==> src/rtl/key_sel_debounce_pkg.sv <==
// Shared types for the push-button conditioning stage.
// Channel FSM encoding and default debounce timing.
package key_sel_debounce_pkg;

  typedef enum logic [1:0] {
    S_IDLE = 2'd0,
    S_PCHK = 2'd1,
    S_HELD = 2'd2,
    S_RCHK = 2'd3
  } key_st_e;

  localparam int DEB_CYCLES_DEF = 50000;
  localparam int CNT_W_DEF      = 16;
  localparam int SEL_W_DEF      = 2;
  localparam int N_KEYS_DEF     = 2;

endpackage

==> src/rtl/key_sel_debounce_if.sv <==
// Key/select bundle between the board buttons and the mux select logic.
// master drives raw keys; slave returns conditioned levels, pulses and sel.
interface key_sel_debounce_if #(
  parameter int N_KEYS = 2,
  parameter int SEL_W  = 2
);
  logic [N_KEYS-1:0] key_n;
  logic [N_KEYS-1:0] key_level;
  logic [N_KEYS-1:0] key_press;
  logic [SEL_W-1:0]  sel;
  logic              sel_chg;

  modport master (
    output key_n,
    input  key_level,
    input  key_press,
    input  sel,
    input  sel_chg
  );

  modport slave (
    input  key_n,
    output key_level,
    output key_press,
    output sel,
    output sel_chg
  );
endinterface

==> src/rtl/key_sel_debounce_key.sv <==
// One button channel: 2-flop synchroniser, stability counter, FSM.
// level follows the debounced state; press pulses once per accepted press.
module key_sel_debounce_key
  import key_sel_debounce_pkg::*;
#(
  parameter int DEB_CYCLES = DEB_CYCLES_DEF,
  parameter int CNT_W      = CNT_W_DEF
) (
  input  logic clk,
  input  logic rst,
  input  logic key_n_i,
  output logic level_o,
  output logic press_o
);

  localparam logic [CNT_W-1:0] DEB = CNT_W'(DEB_CYCLES);
  localparam logic [CNT_W-1:0] ONE = CNT_W'(1);

  logic             sync1_q;
  logic             sync2_q;
  logic             p;
  key_st_e          st_q;
  logic [CNT_W-1:0] cnt_q;
  logic             level_q;
  logic             press_q;

  // Released (high) is the safe reset value for an active-low button.
  always_ff @(posedge clk or posedge rst) begin
    if (rst) begin
      sync1_q <= 1'b1;
      sync2_q <= 1'b1;
    end else begin
      sync1_q <= key_n_i;
      sync2_q <= sync1_q;
    end
  end

  assign p = ~sync2_q;

  always_ff @(posedge clk or posedge rst) begin
    if (rst) begin
      st_q    <= S_IDLE;
      cnt_q   <= '0;
      level_q <= 1'b0;
      press_q <= 1'b0;
    end else begin
      press_q <= 1'b0;
      unique case (st_q)
        S_IDLE: begin
          if (p) begin
            st_q  <= S_PCHK;
            cnt_q <= ONE;
          end
        end
        S_PCHK: begin
          if (!p) begin
            st_q  <= S_IDLE;
            cnt_q <= '0;
          end else if (cnt_q == DEB) begin
            st_q    <= S_HELD;
            cnt_q   <= '0;
            level_q <= 1'b1;
            press_q <= 1'b1;
          end else begin
            cnt_q <= cnt_q + ONE;
          end
        end
        S_HELD: begin
          if (!p) begin
            st_q  <= S_RCHK;
            cnt_q <= ONE;
          end
        end
        S_RCHK: begin
          if (p) begin
            st_q  <= S_HELD;
            cnt_q <= '0;
          end else if (cnt_q == DEB) begin
            st_q    <= S_IDLE;
            cnt_q   <= '0;
            level_q <= 1'b0;
          end else begin
            cnt_q <= cnt_q + ONE;
          end
        end
      endcase
    end
  end

  assign level_o = level_q;
  assign press_o = press_q;

endmodule

==> src/rtl/key_sel_debounce.sv <==
// Button conditioning plus wrap-around mux select register.
// KEY0 steps sel up, KEY1 steps it down; simultaneous presses cancel.
module key_sel_debounce
  import key_sel_debounce_pkg::*;
#(
  parameter int N_KEYS     = N_KEYS_DEF,
  parameter int DEB_CYCLES = DEB_CYCLES_DEF,
  parameter int CNT_W      = CNT_W_DEF,
  parameter int SEL_W      = SEL_W_DEF
) (
  input  logic clk,
  input  logic rst,
  key_sel_debounce_if.slave bus
);

  for (genvar g = 0; g < N_KEYS; g++) begin : g_key
    key_sel_debounce_key #(
      .DEB_CYCLES (DEB_CYCLES),
      .CNT_W      (CNT_W)
    ) u_key (
      .clk     (clk),
      .rst     (rst),
      .key_n_i (bus.key_n[g]),
      .level_o (bus.key_level[g]),
      .press_o (bus.key_press[g])
    );
  end

  logic             inc;
  logic             dec;
  logic [SEL_W-1:0] sel_q;
  logic [SEL_W-1:0] sel_d;
  logic             sel_chg_q;
  logic             sel_chg_d;

  assign inc = bus.key_press[0] & ~bus.key_press[1];
  assign dec = bus.key_press[1] & ~bus.key_press[0];

  // Natural SEL_W-bit wrap gives the modulo step in both directions.
  always_comb begin
    sel_d     = sel_q;
    sel_chg_d = 1'b0;
    unique case (1'b1)
      inc: begin
        sel_d     = sel_q + SEL_W'(1);
        sel_chg_d = 1'b1;
      end
      dec: begin
        sel_d     = sel_q - SEL_W'(1);
        sel_chg_d = 1'b1;
      end
      default: ;
    endcase
  end

  always_ff @(posedge clk or posedge rst) begin
    if (rst) begin
      sel_q     <= '0;
      sel_chg_q <= 1'b0;
    end else begin
      sel_q     <= sel_d;
      sel_chg_q <= sel_chg_d;
    end
  end

  assign bus.sel     = sel_q;
  assign bus.sel_chg = sel_chg_q;

endmodule

==> src/flat_wrapper.sv <==
// flat-port wrapper written by rule: the top's interface ports become plain ports
module key_sel_debounce_flat import key_sel_debounce_pkg::*;
#(
  parameter int N_KEYS     = N_KEYS_DEF,
  parameter int DEB_CYCLES = DEB_CYCLES_DEF,
  parameter int CNT_W      = CNT_W_DEF,
  parameter int SEL_W      = SEL_W_DEF
)
  (clk, rst, bus_key_n, bus_key_level, bus_key_press, bus_sel, bus_sel_chg);
  key_sel_debounce_if #(.N_KEYS(N_KEYS), .SEL_W(SEL_W)) bus_i ();
  input  logic clk;
  input  logic rst;
  input wire logic [$bits(bus_i.key_n)-1:0] bus_key_n;
  output wire logic [$bits(bus_i.key_level)-1:0] bus_key_level;
  output wire logic [$bits(bus_i.key_press)-1:0] bus_key_press;
  output wire logic [$bits(bus_i.sel)-1:0] bus_sel;
  output wire logic [$bits(bus_i.sel_chg)-1:0] bus_sel_chg;
  assign bus_i.key_n = bus_key_n;
  assign bus_key_level = bus_i.key_level;
  assign bus_key_press = bus_i.key_press;
  assign bus_sel = bus_i.sel;
  assign bus_sel_chg = bus_i.sel_chg;
  key_sel_debounce #(.N_KEYS(N_KEYS), .DEB_CYCLES(DEB_CYCLES), .CNT_W(CNT_W), .SEL_W(SEL_W)) u_core (.clk(clk), .rst(rst), .bus(bus_i));
endmodule
==> config.mk <==
export PLATFORM = sky130hd
export DESIGN_NAME = key_sel_debounce_flat
export DESIGN_NICKNAME = d
export VERILOG_FILES = /design/src/rtl/key_sel_debounce_pkg.sv /design/src/rtl/key_sel_debounce_if.sv /design/src/rtl/key_sel_debounce_key.sv /design/src/rtl/key_sel_debounce.sv /design/src/flat_wrapper.sv
export SDC_FILE = /design/constraint.sdc
export NUM_CORES = 1
export LEC_CHECK = 0
export CAP_MARGIN = 15
export CELL_PAD_IN_SITES_DETAIL_PLACEMENT = 0
export CELL_PAD_IN_SITES_GLOBAL_PLACEMENT = 1
export CORE_ASPECT_RATIO = 1.5
export CORE_MARGIN = 5
export CORE_UTILIZATION = 47
export DETAILED_ROUTE_END_ITERATION = 12
export PLACE_DENSITY = 0.82
export SLEW_MARGIN = 0
export SYNTH_ARGS = -nofsm -noshare
export SYNTH_HDL_FRONTEND = slang
export SYNTH_SLANG_ARGS = --single-unit
==> constraint.sdc <==
create_clock -name clk -period 2.3 [get_ports clk]
set_input_delay 0.575 -clock clk [delete_from_list [all_inputs] [get_ports clk]]
set_output_delay 0.575 -clock clk [all_outputs]
set_load 0.05 [all_outputs]
Word level (Yosys, flattened, before mapping)
Index checks and enable logic that the tools add are counted.
{ "totals": {"reg_bits": 47, "in_bits": 4, "output_inout_bits": 7, "word_cells": 102} }
{ "op_classes": {"add_sub_neg": 4, "n_eq_ne": 24, "n_mux": 44, "bitwise_logic": 4, "reduce_logical": 12} }
{ "ops": {"columns": ["cell", "count"], "rows": [
  ["$mux W16", 10],
  ["$pmux W16 S4", 2],
  ["$add A16 B1 Y16 const B", 2],
  ["$eq A16 B16 Y1 const B", 2],
  ["$mux W2", 12],
  ["$ne A2 B2 Y1 const B", 12],
  ["$pmux W2 S4", 2],
  ["$mux W1", 15],
  ["$ne A3 B3 Y1 const B", 4],
  ["$reduce_and A5 Y1", 2],
  ["$eq A2 B2 Y1 const B", 4],
  ["$reduce_and A4 Y1", 2],
  ["$reduce_bool A2 Y1", 3],
  ["$eq A2 B1 Y1 const B", 2],
  ["$logic_not A2 Y1", 2],
  ["$pmux W1 S2", 2],
  ["$pmux W2 S2", 1],
  ["$reduce_and A2 Y1", 2],
  ["$add A2 B1 Y2 const B", 1],
  ["$and A1 B1 Y1", 2],
  ["$not A1 Y1", 2],
  ["$reduce_or A2 Y1", 1],
  ["$sub A2 B1 Y2 const B", 1]
]} }

Logic depth before layout (Yosys ltp)
Gate-level depths: netlist (run 1).
{ "depth": {"depth_word": 4, "depth_mapped": 8} }

Modules after synthesis
A second synthesis (run 1) with hierarchy kept.
{ "hier_totals": {"cells_unflattened": 265, "hier_area_um2": 2638.8} }
{ "by_module_without_submodules": {"columns": ["mod", "instances", "cells_each", "area_per_inst_um2"], "rows": [
  ["key_sel_debounce_key", 2, 127, 1255.0],
  ["key_sel_debounce", 1, 11, 128.9]
]} }

Least setup slack after synthesis (run 1)
No wires, ideal clock.
{ "synth_path": {"kind": "register to register", "from": "register u_core.g_key[1].u_key.cnt_q[10]", "to": "register u_core.g_key[1].u_key.cnt_q[14]", "t_arrival_ns": 1.778, "required_time_ns": 2.180, "path_slack_ns": 0.402, "stages_incl_launch_ff": 6, "path_buffers": 1, "synth_period_minus_slack_ns": 1.898, "cell_sequence": "dfrtp_1 or4_4 nor4_4 nor2_2 buf_2 a31o_2"} }
{ "synth_via": {"elab_chain_len": 4, "elab_cells_between_ends": 6, "cone_classes": "add/sub (1); eq/ne (1); mux (4)"} }
{ "synth_rtl": {"columns": ["item", "line_no", "source"], "rows": [
  ["start: declaration", "key_sel_debounce_key.sv:23", "logic [CNT_W-1:0] cnt_q;"],
  ["start signal: assignment", "key_sel_debounce_key.sv:65", "cnt_q <= cnt_q + ONE;"],
  ["start signal: assignment", "key_sel_debounce_key.sv:83", "cnt_q <= cnt_q + ONE;"],
  ["$add A16 B1 Y16 / $eq A16 B16 Y1 (equally long branches)", null, null],
  ["$mux W16 *", "key_sel_debounce_key.sv:59, key_sel_debounce_key.sv:78", null],
  ["$mux W16, on equally long branches", "key_sel_debounce_key.sv:75, key_sel_debounce_key.sv:56", null],
  ["$pmux W16 S4 *", "key_sel_debounce_key.sv:48", "unique case (st_q)"]
]} }
Mark *: on every way between the ends. The rest lies on a longest branch, timed or not.
A chain may end at the register's enable or synchronous reset.

Worst setup path in the final report (run 1)
{ "layout_path": {"from": "register u_core.sel_q[0] (netlist: u_core.bus.sel[0])", "to": "output bus_sel[0]"} }
{ "layout_rtl": {"columns": ["item", "line_no", "source"], "rows": [
  ["start: declaration", "key_sel_debounce.sv:31", "logic [SEL_W-1:0] sel_q;"],
  ["start signal: assignment", "key_sel_debounce.sv:61", "sel_q <= sel_d;"],
  ["end: declaration", "flat_wrapper.sv:16", "output wire logic [$bits(bus_i.sel)-1:0] bus_sel;"]
]} }
No word-level cell between the ends.

==> impl_results.md, run 1 <==
* Asr flop ratio synth at 100%
* Peak supply drop at approximately 0.35 mV
* Number of slew-limit violations in the final report at 0
* Critical path peak fanout at 3
* First-iteration detailed-routing DRC count at a little under 60
* TritonRoute pass-1 iters at 4
* CTS clk-pin slew, worst paths at 0.09 ns
* Clk pwr share at 37.9%
* Initial antenna violation count at 0
* DR WL/cell at about 14 um
* H-tree Lvls at 2
* Placement Setup Slack at approximately 0.23 ns
* Die area at between 6000 and 7000 um^2
* Clock sink count at 47
* DRC viols at 0
* Via density at between 5 and 6
* Yosys top cell by area: dfrtp_1
* CP Buf/Inv Count at 1
* Post-synth top cells: dfrtp_1, nand2_1, o21ai_0
* Top-Level Pins at 11
* Crit share post-route at 91.2%
* P_sw at ~0.38 mW
* Syn Area/Cell at 9.51 um^2
* Outcome: finished, final reports clean
* Mapped cell area at between 2000 and 2500 um^2
* Global-route congestion overflow total at 0
* Final worst slack at roughly 0.20 ns
* Switching part of the total at 23.9%
* Min-Delay Path Class: reg2reg
* Post-CTS Setup Bufs at 0
* Synth warn at 0
* IO buf count at 10
* Clk Latency, worst-skew pair at ~0.30 ns
* Number of global-route vias before repair at 1,920
* Share of post-route cells with drive strength above 1 at 7.95%
* CP cell instances: clkdlybuf4s50_1
* Slew headroom at a little under three fifths
* Final nets at approximately 270
* RSZ-0062 raised after global routing: no
* Register area share after synthesis at approximately half
* Setup CP Type: reg2out
* DRT antenna net count at 0
* DR vias at around 1,800
* First-pass GRT wire length at between 8000 and 9000 um
* Area growth syn-to-layout at 11.5%
* Crit path max-delay family: buffers and inverters
* Slowest Stage Delay on Critical Path at between 0.8 and 0.9 ns
* Post-synth EDFFs at 0
* TritonCTS Buffers at 5
* Pleak at approximately 1.1 nW
* Critical Path AT at about 1.5 ns
* Row count at 31
* Power density over the cells at roughly 600 nW/um^2
* Largest net degree at the start of global routing at 34
* Flops & latches, synth at 47
* Final min period at 2.10 ns
* Fmax at ~0.48 GHz
* Synth top area share at between 40% and 50%
* Maxcap violations at 0
* Yosys cell types at 44
* HPWL Detailed at about 3400 um
* Die Ht at around 97 um
* Crit. End Element: primary output
* CTS tree: done
* Layout Skew at 0.0114 ns
* CTS Hold Bufs at 0
* Logic pwr share at under 10%
* # setup viols final at 0
* Initial core utilization at ~49%
* Internal power component at ~1.2 mW
* Clk Tree Root Cell: clkbuf_8
* Antenna diodes at 0
* Slowest-stage cell, CP: clkdlybuf4s50_1
* Flop pwr share at a little under three fifths
* DRT Wirelength at 4760 um
* GRT Total Usage at approximately 16%
* Core Box Area at about 5000 um^2
* CTS Buffer Depth at 2
* Main flop type after synthesis: dfrtp_1
* Chip Width at a little under 70 um
* Synth top area cells: dfrtp_1, dfstp_2, o21ai_0
* Worst Setup Start Kind: flop
* Top-count cell post-synth: dfrtp_1
* Required time of the critical path at 1.73 ns
* Post_cts resized at 0
* GPL Wtd Cong at about 0.85
* Final Hold Viols at 0
* Syn_nets at around 260
* Cell count after synthesis at roughly 250
* Worst-margin pin slew at approximately 0.64 ns
* Final TNS setup at 0 ns
==> state kept, by name, indices dropped and copies added, names as in the netlist, named ones only <==
signal	count
u_core.g_key.u_key.cnt_q	32
u_core.bus.sel	2
u_core.g_key.u_key.level_o	2
u_core.g_key.u_key.sync2_q	2
u_core.bus.sel_chg	1
u_core.g_key.u_key.sync1_q	2
u_core.g_key.u_key.press_o	2
u_core.g_key.u_key.st_q	2
==> metrics by stage <==
stage / total power [mW] / utilization [%] / cells / cell area (um^2) / hold WS [ns]
floorplan: 0.971 / - / 252 / 2400 / 0.345
global placement: 1.01 / 52.4 / 322 / 2560 / 0.346
detailed placement: 1.01 / 52.4 / 322 / 2560 / 0.347
CTS: 1.63 / 54.7 / 330 / 2670 / 0.360
global route: 1.68 / 54.7 / 330 / 2670 / 0.369
finish: 1.60 / 54.7 / 330 / 2670 / 0.357
==> per-layer routing <==
metal | wire length [um] | vias to the layer above | GRT usage (%) | part of all wire (%)
met4 | 82 | 0 | 6.74 | 1.7
met3 | 89 | 6 | 2.89 | 1.9
met1 | 1960 | 875 | 16.8 | 41
met5 | 0 | - | 0 | 0
met2 | 2640 | 16 | 29.5 | 55
li1 | - | 902 | - | -
==> logic make-up after synthesis <==
kind of cell / Yosys count / synth area share, %
compound gates: 51 / 12.2
xor+xnor: 14 / 5.12
fa+ha+maj: 5 / 2.61
buf+inv: 26 / 4.91
flops: 47 / 49.3
mux: 7 / 2.92
simple gates: 102 / 23.0
==> layout by cell type, fill, tap and decap left out, types with 5 or more instances in the layout <==
| master | synthesis | final |
|---|---|---|
| a21oi_1 | 13 | 13 |
| a31oi_1 | 8 | 8 |
| clkbuf_8 | 0 | 5 |
| clkdlybuf4s50_1 | 0 | 10 |
| dfrtp_1 | 43 | 43 |
| ha_1 | 5 | 5 |
| inv_1 | 17 | 16 |
| mux2i_1 | 7 | 7 |
| nand2_1 | 25 | 25 |
| nand3_1 | 13 | 13 |
| nand4_1 | 6 | 6 |
| nor2_1 | 18 | 18 |
| nor3_1 | 10 | 10 |
| o21ai_0 | 20 | 20 |
| xnor2_1 | 10 | 10 |
==> power groups by stage <==
stage | Combinational, mW | Sequential (mW) | Clock (mW)
detailed placement | 0.112 | 0.900 | 0
global placement | 0.111 | 0.900 | 0
CTS | 0.114 | 0.885 | 0.635
finish | 0.112 | 0.885 | 0.607
floorplan | 0.0797 | 0.891 | 0
global route | 0.127 | 0.888 | 0.667
==> final cells by class <==
cell class,instances,area [um^2]
Fill cell,461,2210
Sequential cell,47,1180
Multi-Input combinational cell,179,1100
Timing Repair Buffer,13,135
Tap cell,66,82.6
Clock buffer,5,68.8
Inverter,17,63.8
Clock inverter,3,43.8
==> final timing paths <==
check | from | endpoint | slack [ns] | cells past startpoint
min | u_core.g_key[0].u_key.sync1_q | u_core.g_key[0].u_key.sync2_q | 0.36 | 0
min in group asynchronous | rst | asynchronous set/reset pin | 0.55 | 2
max reg2reg | u_core.g_key[1].u_key.cnt_q[10] | u_core.g_key[1].u_key.cnt_q[8] | 0.21 | 5
max | u_core.bus.sel[0] | bus_sel[0] | 0.20 | 1
min reg2reg | u_core.g_key[0].u_key.sync1_q | u_core.g_key[0].u_key.sync2_q | 0.36 | 0
max in group asynchronous | rst | u_core.g_key[0].u_key.sync2_q | 1.18 | 3
(Power assumes the default switching activity.)
==> run 2, diff against run 1 <==
--- a/config.mk
+++ b/config.mk
@@ -9,7 +9,7 @@
 export CELL_PAD_IN_SITES_DETAIL_PLACEMENT = 0
 export CELL_PAD_IN_SITES_GLOBAL_PLACEMENT = 1
 export CORE_ASPECT_RATIO = 1.5
-export CORE_MARGIN = 5
+export CORE_MARGIN = 2
 export CORE_UTILIZATION = 47
 export DETAILED_ROUTE_END_ITERATION = 12
 export PLACE_DENSITY = 0.82
==> impl_results.md, run 2 (synthesis results as in run 1) <==
* Maxcap violations at 0
* GRT met3 Usage at under 10%
* Hold_ws at 0.358 ns
* Core Box Area at 4890 um^2
* Pleak at 1.08 nW
* Grt met1 use at 19.6%
* Slew headroom at about three fifths
* Initial core utilization at between 40% and 50%
* Max reg flops at 32
* Internal power component at about 1.2 mW
* Clk pwr share at a little under two fifths
* Layout filler cell count at 465
* Final nets at 275
* HPWL Detailed at 3500 um
* Slowest-stage cell, CP: clkdlybuf4s50_1
* Die Ht at roughly 91 um
* Share of post-route cells with drive strength above 1 at under 10%
* Min-Delay Path Class: reg2reg
* Top-Level Pins at 11
* RSZ-0062 raised after global routing: no
* Critical path peak fanout at 3
* Largest reg by FF count: u_core.g_key.u_key.cnt_q
* Final min period at 2.10 ns
* DRC viols at 0
* Final Hold Viols at 0
* Post_cts resized at 0
* Required time of the critical path at between 1.5 and 2 ns
* DR WL/cell at approximately 14 um
* Outcome: finished, final reports clean
* First-iteration detailed-routing DRC count at 91
* Worst path depth at 1
* Worst-margin pin slew at around 0.6 ns
* Number of global-route vias before repair at between 1,500 and 2,000
* Switching part of the total at 23.7%
* Clock sink count at 47
* DRT antenna net count at 0
* Number of slew-limit violations in the final report at 0
* P_sw at ~0.38 mW
* Power density over the cells at ~600 nW/um^2
* Logic pwr share at a little under 7%
* M2 GR Usage at about a third
* Largest net degree at the start of global routing at 21
* CTS tree: done
* Most frequent cells in the layout: dfrtp_1, nand2_1, o21ai_0, nor2_1, inv_1
* H-tree Lvls at 2
* Antenna diodes at 0
* GPL Wtd Cong at roughly 0.84
* Placement Setup Slack at between 0.3 and 0.4 ns
* Chip Width at just over 60 um
* Crit share post-route at about nine tenths
* Worst Setup Start Kind: flop
* Commonest non-fill, non-tap cell in the layout: dfrtp_1
* CTS clk-pin slew, worst paths at approximately 0.09 ns
* Via density at about 5.4
* R2r worst-path depth at 5
* TritonCTS Buffers at 5
* Row count at 31
* Layout Skew at 0.00841 ns
* Clk Tree Root Cell: clkbuf_8
* Area growth syn-to-layout at 12.0%
* Post-CTS Setup Bufs at 0
* Flop pwr share at a little under three fifths
* Initial antenna violation count at 0
* DRT Wirelength at 4610 um
* DR vias at between 1,500 and 2,000
* Clk Latency, worst-skew pair at 0.30 ns
* Fmax at 0.477 GHz
* Setup CP Type: reg2out
* TritonRoute pass-1 iters at 4
* Final TNS setup at 0 ns
* Most used routing layer in global routing: met2
* CTS Buffer Depth at 2
* Final worst slack at 0.205 ns
* GRT Total Usage at between 10% and 20%
* Crit. End Element: primary output
* CP cell instances: clkdlybuf4s50_1
* Hold depth at 0
* First-pass GRT wire length at between 8000 and 9000 um
* Critical Path AT at between 1.5 and 2 ns
* Crit path max-delay family: buffers and inverters
* IO buf count at 10
* Slowest Stage Delay on Critical Path at between 0.8 and 0.9 ns
* Global-route congestion overflow total at 0
* Die area at 5700 um^2
* Post-layout power at 1.60 mW
* CP Buf/Inv Count at 1
* CTS Hold Bufs at 0
* Peak supply drop at 0.398 mV
* # setup viols final at 0
==> run 2: cell count changes in the layout (fill, tap and decap cells not counted), sizes merged <==
cell / delta
buf: +3
==> run 2: layout make-up <==
| type | count | area (um^2) | share of cell area (%) |
|---|---|---|---|
| multi-input cells | 179 | 1100 | 40.9 |
| clock inverters | 3 | 43.8 | 1.63 |
| flip-flops and latches | 47 | 1180 | 44.0 |
| repair buffers | 16 | 145 | 5.41 |
| well taps | 66 | 82.6 | 3.08 |
| inverters | 17 | 63.8 | 2.38 |
| clock buffers | 5 | 68.8 | 2.57 |
==> run 2: power groups by stage <==
stage,Sequential [mW],Clock [mW],Combinational (mW)
after global routing,0.889,0.663,0.129
final,0.884,0.602,0.111
after CTS,0.884,0.627,0.114
after global placement,0.898,0,0.112
after detailed placement,0.899,0,0.114
after floorplan,0.891,0,0.0797
==> run 2: path summary, 6_finish.rpt <==
check,slack [ns],endpoint,from
max in group asynchronous,1.18,u_core.g_key[0].u_key.sync1_q,rst
worst max register to register,0.31,u_core.g_key[1].u_key.cnt_q[12],u_core.g_key[1].u_key.sync2_q
worst min register to register,0.36,u_core.g_key[0].u_key.sync2_q,u_core.g_key[0].u_key.sync1_q
min in group asynchronous,0.56,u_core.g_key[1].u_key.press_o,rst
worst max-delay path,0.20,bus_sel[0],u_core.bus.sel[0]
worst min-delay path,0.36,u_core.g_key[0].u_key.sync2_q,u_core.g_key[0].u_key.sync1_q
==> run 2: through the flow <==
stage | cells | instance area (um^2) | utilization, %
global placement | 325 | 2570 | 52.6
floorplan | 252 | 2400 | -
finish | 333 | 2680 | 54.9
global route | 333 | 2680 | 54.9
detailed placement | 325 | 2570 | 52.6
CTS | 333 | 2680 | 54.9
==> run 2: metal layers <==
layer	vias to the layer above	share of wire [%]
met2	14	57
li1	912	-
met1	884	40
met5	-	0
met4	0	1.7
met3	4	1.6
==> run 3, diff against run 2 <==
--- a/config.mk
+++ b/config.mk
@@ -13,6 +13,7 @@
 export CORE_UTILIZATION = 47
 export DETAILED_ROUTE_END_ITERATION = 12
 export PLACE_DENSITY = 0.82
+export SETUP_SLACK_MARGIN = 0.5
 export SLEW_MARGIN = 0
 export SYNTH_ARGS = -nofsm -noshare
 export SYNTH_HDL_FRONTEND = slang
==> impl_results.md, run 3 (synthesis results as in run 1) <==
* Commonest non-fill, non-tap cell in the layout: dfrtp_1
* H-tree Lvls at 2
* Top-Level Pins at 11
* Worst Setup Start Kind: flop
* Largest net degree at the start of global routing at 32
* Die area at roughly 5700 um^2
* Worst-margin pin slew at ~0.58 ns
* Maxcap violations at 0
* # setup viols final at 0
* Min-Delay Path Class: reg2reg
* Via density at between 5 and 6
* Final min period at between 1.5 and 2 ns
* Final Hold Viols at 0
* DRC viols at 0
* Largest reg by FF count: u_core.g_key.u_key.cnt_q
* Row count at 31
* Die Ht at ~91 um
* IO buf count at 10
* Final nets at around 290
* Required time of the critical path at approximately 2.5 ns
* Slowest Stage Delay on Critical Path at between 0.5 and 0.6 ns
* Top cell by count, worst path: buf_4
* Power density over the cells at about 520 nW/um^2
* Max reg flops at 32
* Core Box Area at about 5000 um^2
* DRT antenna net count at 0
* Critical path peak fanout at 5
* Crit path max-delay family: simple AND/OR/NAND/NOR gates
* Number of slew-limit violations in the final report at 0
* HPWL Detailed at 3450 um
* Crit share post-route at approximately 80%
* Final TNS setup at 0 ns
* GRT Total Usage at about a fifth
* Setup CP Type: reg2reg
* Clk Latency, worst-skew pair at 0.30 ns
* Final core utilization at between 50% and 60%
* Pleak at roughly 1.2 nW
* Area growth syn-to-layout at 21.2%
* Crit. End Element: flop
* Slowest-stage cell, CP: or4_4
* Most frequent cells in the layout: dfrtp_1, nand2_1, buf_4, nor2_1, o21ai_0
* CP Buf/Inv Count at 2
* Outcome: finished, final reports clean
* Layout filler cell count at ~460
* Antenna diodes at 0
* Peak supply drop at between 0.3 and 0.4 mV
* CTS clk-pin slew, worst paths at 0.08 ns
* DRT Wirelength at about 5400 um
* Number of global-route vias before repair at 1,866
* Initial antenna violation count at 0
* TritonCTS Buffers at 5
* Fmax at roughly 0.54 GHz
* Slew headroom at between 60% and 70%
* Layout Skew at 0.00922 ns
* Clock sink count at 47
* RSZ-0062 raised after global routing: yes
* Share of post-route cells with drive strength above 1 at between 20% and 30%
* Critical Path AT at 2.03 ns
* CTS tree: done
* First-iteration detailed-routing DRC count at about 110
* First-pass GRT wire length at 8760 um
* DR WL/cell at between 15 and 20 um
* Chip Width at about 62 um
* Clk Tree Root Cell: clkbuf_8
* Initial core utilization at roughly 49%
* TritonRoute pass-1 iters at 5
* GPL Wtd Cong at between 0.8 and 0.9
* DR vias at between 1,500 and 2,000
* M2 GR Usage at 35.7%
* Grt met1 use at ~22%
* Global-route congestion overflow total at 0
* GRT met3 Usage at 3.35%
* CP cell instances: or4_4 > nor4_4 > buf_4 > or2_4 > buf_4 > o21ai_1 > a21o_1
* CTS Buffer Depth at 2
* Most used routing layer in global routing: met2
==> run 3: repair_timing <==
| item | in CTS | in global routing |
|---|---|---|
| hold buffers | 0 | 0 |
| pin swaps | 9 | 10 |
| gates resized for setup | 19 | 24 |
| cloned | 0 | 2 |
| buffers inserted | 9 | 10 |
| setup endpoints to repair | 34 | 27 |
==> run 3: final timing paths <==
| check | end | start | depth (start not counted) | slack, ns |
|---|---|---|---|---|
| min in group asynchronous | u_core.bus.sel_chg | rst | 2 | 0.57 |
| setup / recovery | u_core.g_key[1].u_key.cnt_q[8] | u_core.g_key[1].u_key.cnt_q[11] | 7 | 0.46 |
| hold / removal | u_core.g_key[1].u_key.sync2_q | u_core.g_key[1].u_key.sync1_q | 0 | 0.36 |
| hold reg to reg | u_core.g_key[1].u_key.sync2_q | u_core.g_key[1].u_key.sync1_q | 0 | 0.36 |
| setup reg to reg | u_core.g_key[1].u_key.cnt_q[8] | u_core.g_key[1].u_key.cnt_q[11] | 7 | 0.46 |
| max in group asynchronous | u_core.g_key[0].u_key.sync2_q | rst | 3 | 1.15 |
==> run 3: layout make-up <==
cell class              instances  area, um^2  area share (%)
inverters                      17        63.8            2.20
well taps                      66        82.6            2.84
flip-flops and latches         47        1180            40.8
repair buffers                 32         273            9.39
clock buffers                   7        76.3            2.63
clock inverters                 1        5.00           0.172
multi-input cells             181        1220            42.0
==> run 3: routing by layer <==
metal	wire length, um	vias up
met4	76	0
li1	-	952
met5	0	-
met1	2140	954
met3	162	8
met2	3010	49
==> run 3: power breakdown <==
| group | internal, mW | total (mW) | switching, mW |
|---|---|---|---|
| clock | 0.214 | 0.482 | 0.268 |
| sequential | 0.852 | 0.882 | 0.0302 |
| combinational | 0.0733 | 0.160 | 0.0869 |
| total | 1.14 | 1.52 | 0.385 |
==> run 3: stage by stage <==
step	setup WS, ns	area (um^2)	total power, mW	hold slack, ns	instances
floorplan	0.500	2410	0.974	0.345	252
global placement	0.356	2570	1.01	0.347	322
detailed placement	0.321	2570	1.01	0.348	322
CTS	0.449	2740	1.51	0.360	339
global route	0.404	2900	1.60	0.363	351
finish	0.461	2900	1.52	0.359	351
==> run 3: worst reg2reg max path, cell delays in order (launching register included) <==
cell,delay [ns]
dfrtp_1,0.40
or4_4,0.53
nor4_4,0.13
buf_4,0.18
or2_4,0.15
buf_4,0.11
o21ai_1,0.06
a21o_1,0.17
